==> src/rtl/fetch_unit_pkg.sv <==
// ============================================================================
// Packages : rv32i_mux_types, rv32i_types
// Brief    : Shared types for the instruction-fetch stage.
// Revision : 1.0
// ============================================================================
`default_nettype none

package rv32i_mux_types;
  typedef enum logic [0:0] {
    pc_plus4 = 1'b0,
    alu_out  = 1'b1
  } pcmux_sel_t;
endpackage

package rv32i_types;
  typedef enum logic [0:0] {
    FETCH = 1'b0,
    HOLD  = 1'b1
  } fetch_state_t;

  typedef struct packed {
    logic        valid;
    logic [31:0] pc;
    logic [31:0] instr;
  } if_packet_t;

  localparam logic [31:0] RESET_PC_DEFAULT = 32'h0000_0060;

  // Sequential successor; wraps modulo 2^32.
  function automatic logic [31:0] pc_next(input logic [31:0] pc);
    return pc + 32'd4;
  endfunction
endpackage

`default_nettype wire

==> src/rtl/fetch_skid_buffer.sv <==
// ============================================================================
// Module   : fetch_skid_buffer
// Brief    : One-entry {pc, instr} holding register with load/unload/clear.
// Revision : 1.0
// ============================================================================
`default_nettype none

module fetch_skid_buffer (
  input  logic        clk,
  input  logic        rst,
  input  logic        i_load,
  input  logic        i_unload,
  input  logic        i_clear,
  input  logic [31:0] i_pc,
  input  logic [31:0] i_instr,
  output logic        o_valid,
  output logic [31:0] o_pc,
  output logic [31:0] o_instr
);

  logic        r_valid;
  logic [31:0] r_pc;
  logic [31:0] r_instr;

  always_ff @(posedge clk or negedge rst) begin
    if (!rst) begin
      r_valid <= 1'b0;
      r_pc    <= '0;
      r_instr <= '0;
    end else if (i_clear || i_unload) begin
      r_valid <= 1'b0;
    end else if (i_load) begin
      r_valid <= 1'b1;
      r_pc    <= i_pc;
      r_instr <= i_instr;
    end
  end

  assign o_valid = r_valid;
  assign o_pc    = r_pc;
  assign o_instr = r_instr;

endmodule

`default_nettype wire

==> src/rtl/fetch_unit.sv <==
// ============================================================================
// Module   : fetch_unit
// Brief    : PC owner and imem requester; squashes stale fetches on redirect.
//            Optional counters enabled by FETCH_PERF_EN.
// Revision : 1.0
// ============================================================================
`default_nettype none

module fetch_unit
  import rv32i_types::*;
  import rv32i_mux_types::*;
#(
  parameter logic [31:0] RESET_PC = RESET_PC_DEFAULT
) (
  input  logic        clk,
  input  logic        rst,
  input  pcmux_sel_t  pcmux_sel,
  input  logic [31:0] br_target,
  input  logic        stall,
  output logic        imem_read,
  output logic [31:0] imem_address,
  input  logic [31:0] imem_rdata,
  input  logic        imem_resp,
  output logic        if_valid,
  output logic [31:0] if_pc,
  output logic [31:0] if_instr,
  output logic        fetch_busy
`ifdef FETCH_PERF_EN
  ,
  output logic [31:0] perf_fetch_cnt,
  output logic [31:0] perf_squash_cnt,
  output logic [31:0] perf_stall_cnt
`endif
);

  fetch_state_t r_state;
  logic [31:0]  r_pc;
  logic         r_kill;
  logic [31:0]  r_kill_addr;
  if_packet_t   r_if;

  logic         w_redirect;
  logic         w_in_fetch;
  logic         w_resp_live;
  logic         w_skid_load;
  logic         w_skid_unload;
  logic         w_skid_valid;
  logic [31:0]  w_skid_pc;
  logic [31:0]  w_skid_instr;

  assign w_redirect  = (pcmux_sel == alu_out);
  assign w_in_fetch  = (r_state == FETCH);
  assign w_resp_live = w_in_fetch & imem_resp & ~r_kill;

  // A squashed request keeps presenting its original address until it completes.
  assign imem_read    = w_in_fetch;
  assign imem_address = r_kill ? r_kill_addr : r_pc;
  assign fetch_busy   = imem_read & ~imem_resp;

  assign w_skid_load   = w_resp_live & stall & r_if.valid & ~w_redirect;
  assign w_skid_unload = ~w_in_fetch & ~stall & ~w_redirect;

  fetch_skid_buffer u_skid (
    .clk      (clk),
    .rst      (rst),
    .i_load   (w_skid_load),
    .i_unload (w_skid_unload),
    .i_clear  (w_redirect),
    .i_pc     (r_pc),
    .i_instr  (imem_rdata),
    .o_valid  (w_skid_valid),
    .o_pc     (w_skid_pc),
    .o_instr  (w_skid_instr)
  );

  always_ff @(posedge clk or negedge rst) begin
    if (!rst) begin
      r_state     <= FETCH;
      r_pc        <= RESET_PC;
      r_kill      <= 1'b0;
      r_kill_addr <= '0;
      r_if        <= '0;
    end else if (w_redirect) begin
      r_pc       <= br_target;
      r_if.valid <= 1'b0;
      r_state    <= FETCH;
      if (w_in_fetch && !imem_resp) begin
        r_kill      <= 1'b1;
        r_kill_addr <= imem_address;
      end else begin
        r_kill <= 1'b0;
      end
    end else if (w_in_fetch && imem_resp) begin
      if (r_kill) begin
        r_kill <= 1'b0;
        if (!stall) r_if.valid <= 1'b0;
      end else begin
        r_pc <= pc_next(r_pc);
        if (!stall || !r_if.valid) begin
          r_if <= '{valid: 1'b1, pc: r_pc, instr: imem_rdata};
        end else begin
          r_state <= HOLD;
        end
      end
    end else if (!w_in_fetch && !stall) begin
      r_if    <= '{valid: w_skid_valid, pc: w_skid_pc, instr: w_skid_instr};
      r_state <= FETCH;
    end else if (!stall) begin
      r_if.valid <= 1'b0;
    end
  end

  assign if_valid = r_if.valid;
  assign if_pc    = r_if.pc;
  assign if_instr = r_if.instr;

`ifdef FETCH_PERF_EN
  logic [31:0] r_perf_fetch;
  logic [31:0] r_perf_squash;
  logic [31:0] r_perf_stall;

  always_ff @(posedge clk or negedge rst) begin
    if (!rst) begin
      r_perf_fetch  <= '0;
      r_perf_squash <= '0;
      r_perf_stall  <= '0;
    end else begin
      if (w_resp_live && !w_redirect)                    r_perf_fetch  <= r_perf_fetch + 32'd1;
      if (w_in_fetch && imem_resp && (r_kill || w_redirect)) r_perf_squash <= r_perf_squash + 32'd1;
      if (fetch_busy)                                    r_perf_stall  <= r_perf_stall + 32'd1;
    end
  end

  assign perf_fetch_cnt  = r_perf_fetch;
  assign perf_squash_cnt = r_perf_squash;
  assign perf_stall_cnt  = r_perf_stall;
`endif

endmodule

`default_nettype wire

==> config.mk <==
export PLATFORM = sky130hd
export DESIGN_NAME = fetch_unit
export DESIGN_NICKNAME = d
export VERILOG_FILES = /design/src/rtl/fetch_unit_pkg.sv /design/src/rtl/fetch_skid_buffer.sv /design/src/rtl/fetch_unit.sv
export SDC_FILE = /design/constraint.sdc
export NUM_CORES = 1
export LEC_CHECK = 0
export CORE_MARGIN = 2
export CORE_UTILIZATION = 45
export CTS_BUF_LIST = sky130_fd_sc_hd__clkbuf_8
export DETAILED_ROUTE_END_ITERATION = 10
export PLACE_DENSITY = 0.78
export REMOVE_ABC_BUFFERS = 1
export SLEW_MARGIN = 10
export SYNTH_ARGS = -nofsm -noshare
export SYNTH_HDL_FRONTEND = slang
export SYNTH_SLANG_ARGS = --single-unit
==> constraint.sdc <==
create_clock -name clk -period 2.3 [get_ports clk]
set_input_delay 0.46 -clock clk [delete_from_list [all_inputs] [get_ports clk]]
set_output_delay 0.46 -clock clk [all_outputs]
set_load 0.05 [all_outputs]
# Word-level counts from Yosys, hierarchy flattened
# Index checks and enable logic that the tools add are counted.
[word_totals]
mem_count = 0
latchBits = 0
word_cells = 70
romBits = 0
ramBits = 0
reg_bits = 196
output_inout_bits = 99
inputBits = 69
[op_classes]
order_cmp = 0
n_eq_ne = 6
multipliers = 0
n_reduce_logical = 17
muxes = 22
addsub = 1
n_shift = 0
div = 0
bitwise_logic = 14
[op_table]
columns = ["cell", "n"]
rows = [
  ["two-way mux 65 bit", 2],
  ["two-way mux 32 bit", 4],
  ["two-way mux 64 bit", 2],
  ["adder 32 x 3 -> 32 bit, second input constant", 1],
  ["two-way mux 1 bit", 14],
  ["AND 1 bit", 8],
  ["!= test 3 bit, second input constant", 2],
  ["NOT 1 bit", 6],
  ["AND reduction 2 bit", 3],
  ["nonzero test 2 bit", 3],
  ["!= test 2 bit, second input constant", 2],
  ["!= test 4 x 3 -> 1 bit, second input constant", 1],
  ["AND reduction 4 bit", 1],
  ["logical AND 1 bit", 3],
  ["zero test 1 bit", 3],
  ["AND reduction 3 bit", 1],
  ["nonzero test 3 bit", 1],
  ["logical OR 1 bit", 2],
  ["!= test 2 x 1 -> 1 bit, second input constant", 1],
]

# Longest topological paths before layout
# Gate-level depths: netlist of the first run.
[depth]
depth_word = 8
ltp_mapped = 8
mapped_depth_nobuf = 5

# Hierarchy
# A second synthesis of the first run with hierarchy kept.
[unflattened]
hier_cells = 760
hier_area_um2 = 9258.9
[by_module_without_submodules]
columns = ["mod", "cells_each", "seq_area_each_um2", "n_inst", "area_each_um2"]
rows = [
  ["fetch_unit", 621, 3280.6, 1, 6533.8],
  ["fetch_skid_buffer", 139, 1626.6, 1, 2725.1],
]

# Least setup slack after synthesis of the first run
# Ideal clock, no wire load.
[synth_timing]
kind = "register -> output"
from = "register r_kill"
to = "output imem_address[18]"
t_arrival_ns = 1.889
t_required_ns = 1.840
stages_incl_launch_ff = 4
setup_slack_ns = -0.049
path_buffers = 2
path_cell_list = "dfrtp_1 -> buf_4 -> clkbuf_1 -> o21ai_0"
[synth_via]
elab_chain_len = 1
[synth_lines]
columns = ["item", "line", "source"]
rows = [
  ["from (decl)", "fetch_unit.sv:38", "logic r_kill;"],
  ["from (signal assigned)", "fetch_unit.sv:80", "r_kill <= 1'b0;"],
  ["from (signal assigned)", "fetch_unit.sv:88", "r_kill <= 1'b1;"],
  ["from (signal assigned)", "fetch_unit.sv:91", "r_kill <= 1'b0;"],
  ["two-way mux 32 bit", "fetch_unit.sv:57", "assign imem_address = r_kill ? r_kill_addr : r_pc;"],
  ["to (decl)", "fetch_unit.sv:21", "output logic [31:0] imem_address,"],
]
# Every way passes these cells.

# Final worst setup path of the first run
[layout_timing]
from = "register r_kill"
to = "output imem_address[21]"
# Same word-level chain as after synthesis.

==> results of run 1 <==
[report_power, final]
part | switching, uW | total (uW) | internal [uW]
combinational | 2210 | 3680 | 1470
sequential | 466 | 4690 | 4220
clock | 1290 | 2240 | 957
total | 3960 | 10600 | 6650
[sequential cells by signal (all words and copies together) (netlist names)]
register and count:
if_instr 32, if_pc 32, r_kill_addr 32, r_pc 32
u_skid.o_instr 32, u_skid.o_pc 32, if_valid 1, r_kill 1
r_state 1, u_skid.o_valid 1
[what timing repair did]
action                     4_1_cts  5_1_grt
setup endpoints to repair       23        5
hold endpoints to repair        54        0
resized for setup                1        1
buffers inserted                 2        0
hold buffers                     1        0
[tightest hold or removal path, cell delays in order (launching register included)]
cell and delay [ps]:
sky130_fd_sc_hd__dfrtp_1 350, sky130_fd_sc_hd__nand2_1 40, sky130_fd_sc_hd__o21ai_0 60
[cell usage after synthesis]
cell type,instances
sky130_fd_sc_hd__nor3b_1,1
sky130_fd_sc_hd__and4_1,4
sky130_fd_sc_hd__nand3_2,1
sky130_fd_sc_hd__o211ai_1,3
sky130_fd_sc_hd__or4_1,14
sky130_fd_sc_hd__nor4_1,1
sky130_fd_sc_hd__o31ai_1,13
sky130_fd_sc_hd__nand4b_4,1
sky130_fd_sc_hd__clkbuf_2,1
sky130_fd_sc_hd__inv_2,1
sky130_fd_sc_hd__or3_1,7
sky130_fd_sc_hd__and4bb_2,1
sky130_fd_sc_hd__and2_1,2
sky130_fd_sc_hd__mux2_2,129
sky130_fd_sc_hd__a21o_1,1
sky130_fd_sc_hd__xnor2_1,5
sky130_fd_sc_hd__dfrtp_1,194
sky130_fd_sc_hd__nor2b_1,4
sky130_fd_sc_hd__and4b_1,1
sky130_fd_sc_hd__and2b_1,1
sky130_fd_sc_hd__nand3_4,1
sky130_fd_sc_hd__a22oi_1,1
sky130_fd_sc_hd__mux2i_1,65
sky130_fd_sc_hd__xor2_1,5
sky130_fd_sc_hd__buf_2,18
sky130_fd_sc_hd__buf_1,1
sky130_fd_sc_hd__a211oi_1,1
sky130_fd_sc_hd__and3_1,5
sky130_fd_sc_hd__a31oi_1,17
sky130_fd_sc_hd__nand4_1,11
sky130_fd_sc_hd__o21ai_0,82
sky130_fd_sc_hd__nor2_1,22
sky130_fd_sc_hd__nand3_1,11
sky130_fd_sc_hd__buf_4,6
sky130_fd_sc_hd__a221oi_1,1
sky130_fd_sc_hd__inv_1,2
sky130_fd_sc_hd__nor3_1,2
sky130_fd_sc_hd__nand2_1,84
sky130_fd_sc_hd__dfstp_2,2
sky130_fd_sc_hd__ha_1,1
sky130_fd_sc_hd__nand2b_4,1
sky130_fd_sc_hd__or2_2,1
sky130_fd_sc_hd__clkbuf_1,30
[final cells by class]
| cell class | count | area (um^2) | share of cell area (%) |
|---|---|---|---|
| clock buffers | 19 | 262 | 2.27 |
| clock inverters | 13 | 141 | 1.23 |
| inverters | 3 | 11.3 | 0.0976 |
| multi-input cells | 500 | 3790 | 32.8 |
| flip-flops and latches | 196 | 4910 | 42.5 |
| well taps | 265 | 332 | 2.87 |
| repair buffers | 217 | 2100 | 18.2 |
[per-stage QoR]
stage / hold slack, ps / instances / area [um^2] / total power (uW) / utilization, %
floorplan: 164 / 699 / 8690 / 7120 / -
global placement: 460 / 1178 / 11100 / 8340 / 57.1
detailed placement: 469 / 1178 / 11100 / 8460 / 57.1
CTS: 493 / 1213 / 11500 / 10700 / 59.3
global route: 510 / 1213 / 11500 / 11200 / 59.3
finish: 487 / 1213 / 11500 / 10600 / 59.3
[metal layers]
layer / vias up / GRT usage [%]
met1: 3166 / 26.1
met5: - / 0
met2: 158 / 32.8
li1: 3057 / -
met3: 10 / 5.13
met4: 0 / 4.21
[how the worst max path moves through the flow]
stage	start	end	slack [ps]	depth (start not counted)
floorplan	r_state	u_skid.o_instr[0]	-4920	4
global placement	imem_resp	r_pc[27]	-70	6
detailed placement	imem_resp	if_instr[6]	-130	6
CTS	r_kill	imem_address[21]	30	3
global route	if_valid	if_valid	40	1
finish	r_kill	imem_address[21]	130	3
[logic make-up (layout without fill, tap and decap cells)]
group / Yosys count / after routing / synth area share [%]
buffers and inverters: 59 / 252 / 2.99
XOR/XNOR: 10 / 10 / 0.979
AO/OA/AOI/OAI: 119 / 119 / 7.47
adder cells (fa/ha/maj): 1 / 1 / 0.140
flip-flops: 196 / 196 / 54.9
AND/OR/NAND/NOR: 176 / 176 / 10.1
multiplexers: 194 / 194 / 23.5
==> run_summary.xml, run 1 <==
<?xml version="1.0" encoding="UTF-8"?>
<metrics>
  <group name="status">
    <metric name="run_status" unit="">completed</metric>
  </group>
  <group name="hold_path">
    <metric name="worstHoldEndpoint" unit="">if_instr[11]</metric>
    <metric name="worstHoldStart" unit="">if_instr[11]</metric>
    <metric name="hold-path-cell-count" unit="">2</metric>
    <metric name="hold_path.class" unit="">reg -&gt; reg</metric>
  </group>
  <group name="synth">
    <metric name="seq_area_frac_synth" unit="%">54.9</metric>
    <metric name="synthDistinctLibCells" unit="">43</metric>
    <metric name="synth.top_cells.by_area" unit="">sky130_fd_sc_hd__dfrtp_1 (54%), sky130_fd_sc_hd__mux2_2 (16%), sky130_fd_sc_hd__mux2i_1 (7.3%)</metric>
    <metric name="post_synth_inst_count" unit="">755</metric>
    <metric name="syn-mean-instance-area" unit="um^2">11.8</metric>
    <metric name="ys_seq_elements" unit="">196</metric>
    <metric name="synthDominantAreaCellType" unit="">sky130_fd_sc_hd__dfrtp_1</metric>
    <metric name="synth_top_area_share" unit="%">54.3</metric>
    <metric name="ys.warnings.count" unit="">0</metric>
    <metric name="synth.cell_area" unit="um^2">8950</metric>
  </group>
  <group name="worst_setup_path">
    <metric name="reg2reg_from" unit="">r_pc[5]</metric>
    <metric name="rrSetupSlack" unit="ps">230</metric>
    <metric name="cells_traversed_along_the_worst_timing_path" unit="">buf_6 -&gt; mux2_2 -&gt; buf_4</metric>
    <metric name="worst_ep_arrival_time" unit="ps">1710</metric>
    <metric name="timing.critical_path.fanout_max" unit="">14</metric>
    <metric name="worstPathRequired" unit="ps">1840</metric>
    <metric name="crit_path_start_kind" unit="">register</metric>
    <metric name="crit_path_top_delay_cell" unit="">sky130_fd_sc_hd__dfrtp_2</metric>
    <metric name="r2r.worst_path.cells" unit="">5</metric>
    <metric name="end_kind" unit="">output port</metric>
    <metric name="number_of_buffers_and_inverters_on_the_critical_path" unit="">2</metric>
    <metric name="slowest_delay" unit="ps">460</metric>
    <metric name="critical_path.reg2reg.endpoint" unit="">r_pc[20]</metric>
    <metric name="crit_path_leading_delay_family" unit="">flip-flops</metric>
    <metric name="critical_path_class" unit="">reg -&gt; out</metric>
  </group>
  <group name="sta">
    <metric name="setup_violations" unit="">0</metric>
    <metric name="achievable-frequency" unit="GHz">0.461</metric>
    <metric name="worst-slew-pin-transition" unit="ps">574</metric>
    <metric name="fin_skew" unit="ps">9.52</metric>
    <metric name="drv_slew" unit="">0</metric>
    <metric name="post-route-period-util" unit="%">94.3</metric>
    <metric name="grt_setup_unrepaired" unit="">no</metric>
    <metric name="fin_crit" unit="ps">2170</metric>
    <metric name="post-route-worst-setup-slack" unit="ps">130</metric>
    <metric name="relSlewSlack" unit="%">61.7</metric>
    <metric name="final-hold-violation-count" unit="">0</metric>
    <metric name="finalSetupTns" unit="ps">0</metric>
  </group>
  <group name="floorplan">
    <metric name="initial_utilization" unit="%">46.0</metric>
    <metric name="chipHeight" unit="um">145</metric>
    <metric name="die_span_x" unit="um">145</metric>
    <metric name="io_pins" unit="">168</metric>
    <metric name="placementRows" unit="">51</metric>
    <metric name="design.die.area" unit="um^2">21000</metric>
    <metric name="core_region_area" unit="um^2">19500</metric>
  </group>
  <group name="detailed_routing">
    <metric name="detailedRoute.firstPassIterationCount" unit="">4</metric>
    <metric name="drt-initial-drc-count" unit="">243</metric>
    <metric name="drc_errors" unit="">0</metric>
    <metric name="met3WireLength" unit="um">1070</metric>
    <metric name="viasPerCell" unit="">5.27</metric>
    <metric name="drt_wl_total" unit="um">20400</metric>
    <metric name="dr_total_vias" unit="">6391</metric>
    <metric name="routed_length_on_met2" unit="um">9920</metric>
    <metric name="postRouteAntennaNets" unit="">0</metric>
    <metric name="route.layer.met1.wl" unit="um">9250</metric>
    <metric name="avgRoutedWirePerCell" unit="um">16.8</metric>
    <metric name="highest-signal-layer" unit="">met4</metric>
  </group>
  <group name="clock_network">
    <metric name="clock-sinks" unit="">196</metric>
    <metric name="tritoncts" unit="">built</metric>
    <metric name="clk_transition_reported_paths" unit="ps">100</metric>
    <metric name="root_buffer" unit="">sky130_fd_sc_hd__clkbuf_8</metric>
    <metric name="ctsHtreeMaxLevel" unit="">4</metric>
    <metric name="latest_clock_arrival_within_the_worst_skew_pair" unit="ps">450</metric>
    <metric name="clock_tree.buffer_depth" unit="">2</metric>
    <metric name="cts-buffers-inserted" unit="">17</metric>
  </group>
  <group name="grt">
    <metric name="grt_first_pass_wirelength" unit="um">33300</metric>
    <metric name="global_route.overflow_total" unit="">0</metric>
    <metric name="first_global_vias" unit="">6439</metric>
    <metric name="antenna_violations_before_repair" unit="">0</metric>
    <metric name="maximum_number_of_pins_on_one_net_before_global_route_repair" unit="">63</metric>
    <metric name="grt_use_total" unit="%">19.7</metric>
  </group>
  <group name="place">
    <metric name="number_of_buffers_inserted_by_port_buffering" unit="">167</metric>
    <metric name="post-dp-hpwl" unit="um">14500</metric>
    <metric name="preCtsSetupSlack" unit="ps">-132</metric>
    <metric name="globalplace.congestion" unit="">0.783</metric>
  </group>
  <group name="pwr">
    <metric name="static-leakage-power" unit="uW">0.00503</metric>
    <metric name="ir_drop" unit="mV">0.416</metric>
    <metric name="power.density_cell_area" unit="nW/um^2">919</metric>
  </group>
  <group name="final_layout">
    <metric name="count_of_antenna_diodes_in_the_layout" unit="">0</metric>
    <metric name="layout.cells.most_common_list" unit="">sky130_fd_sc_hd__dfrtp_1 (193), sky130_fd_sc_hd__clkdlybuf4s50_1 (132), sky130_fd_sc_hd__mux2_2 (129)</metric>
    <metric name="nFillCells" unit="">1619</metric>
    <metric name="layout-area-overhead-vs-synth" unit="%">29.0</metric>
    <metric name="layout-drive-gt1-share" unit="%">27.2</metric>
    <metric name="finish.net_count" unit="">1005</metric>
    <metric name="mostFrequentLayoutCell" unit="">sky130_fd_sc_hd__dfrtp_1</metric>
  </group>
  <group name="run">
    <metric name="timing.max_cap.violations" unit="">0</metric>
  </group>
</metrics>
No activity file was read; power rests on OpenSTA's default activity.
==> inputs of run 2 (changes only) <==
--- a/config.mk
+++ b/config.mk
@@ -8,6 +8,7 @@
 export CORE_MARGIN = 2
 export CORE_UTILIZATION = 45
 export CTS_BUF_LIST = sky130_fd_sc_hd__clkbuf_8
+export CTS_CLUSTER_SIZE = 16
 export DETAILED_ROUTE_END_ITERATION = 10
 export PLACE_DENSITY = 0.78
 export REMOVE_ABC_BUFFERS = 1
==> results of run 2 <==
No change in the layout: final DEF, timing and power equal those of run 1.
==> inputs of run 3 (changes only) <==
--- a/config.mk
+++ b/config.mk
@@ -5,6 +5,7 @@
 export SDC_FILE = /design/constraint.sdc
 export NUM_CORES = 1
 export LEC_CHECK = 0
+export CAP_MARGIN = 20
 export CORE_MARGIN = 2
 export CORE_UTILIZATION = 45
 export CTS_BUF_LIST = sky130_fd_sc_hd__clkbuf_8
==> results of run 3 <==
No change in the layout: final DEF, timing and power equal those of run 1.
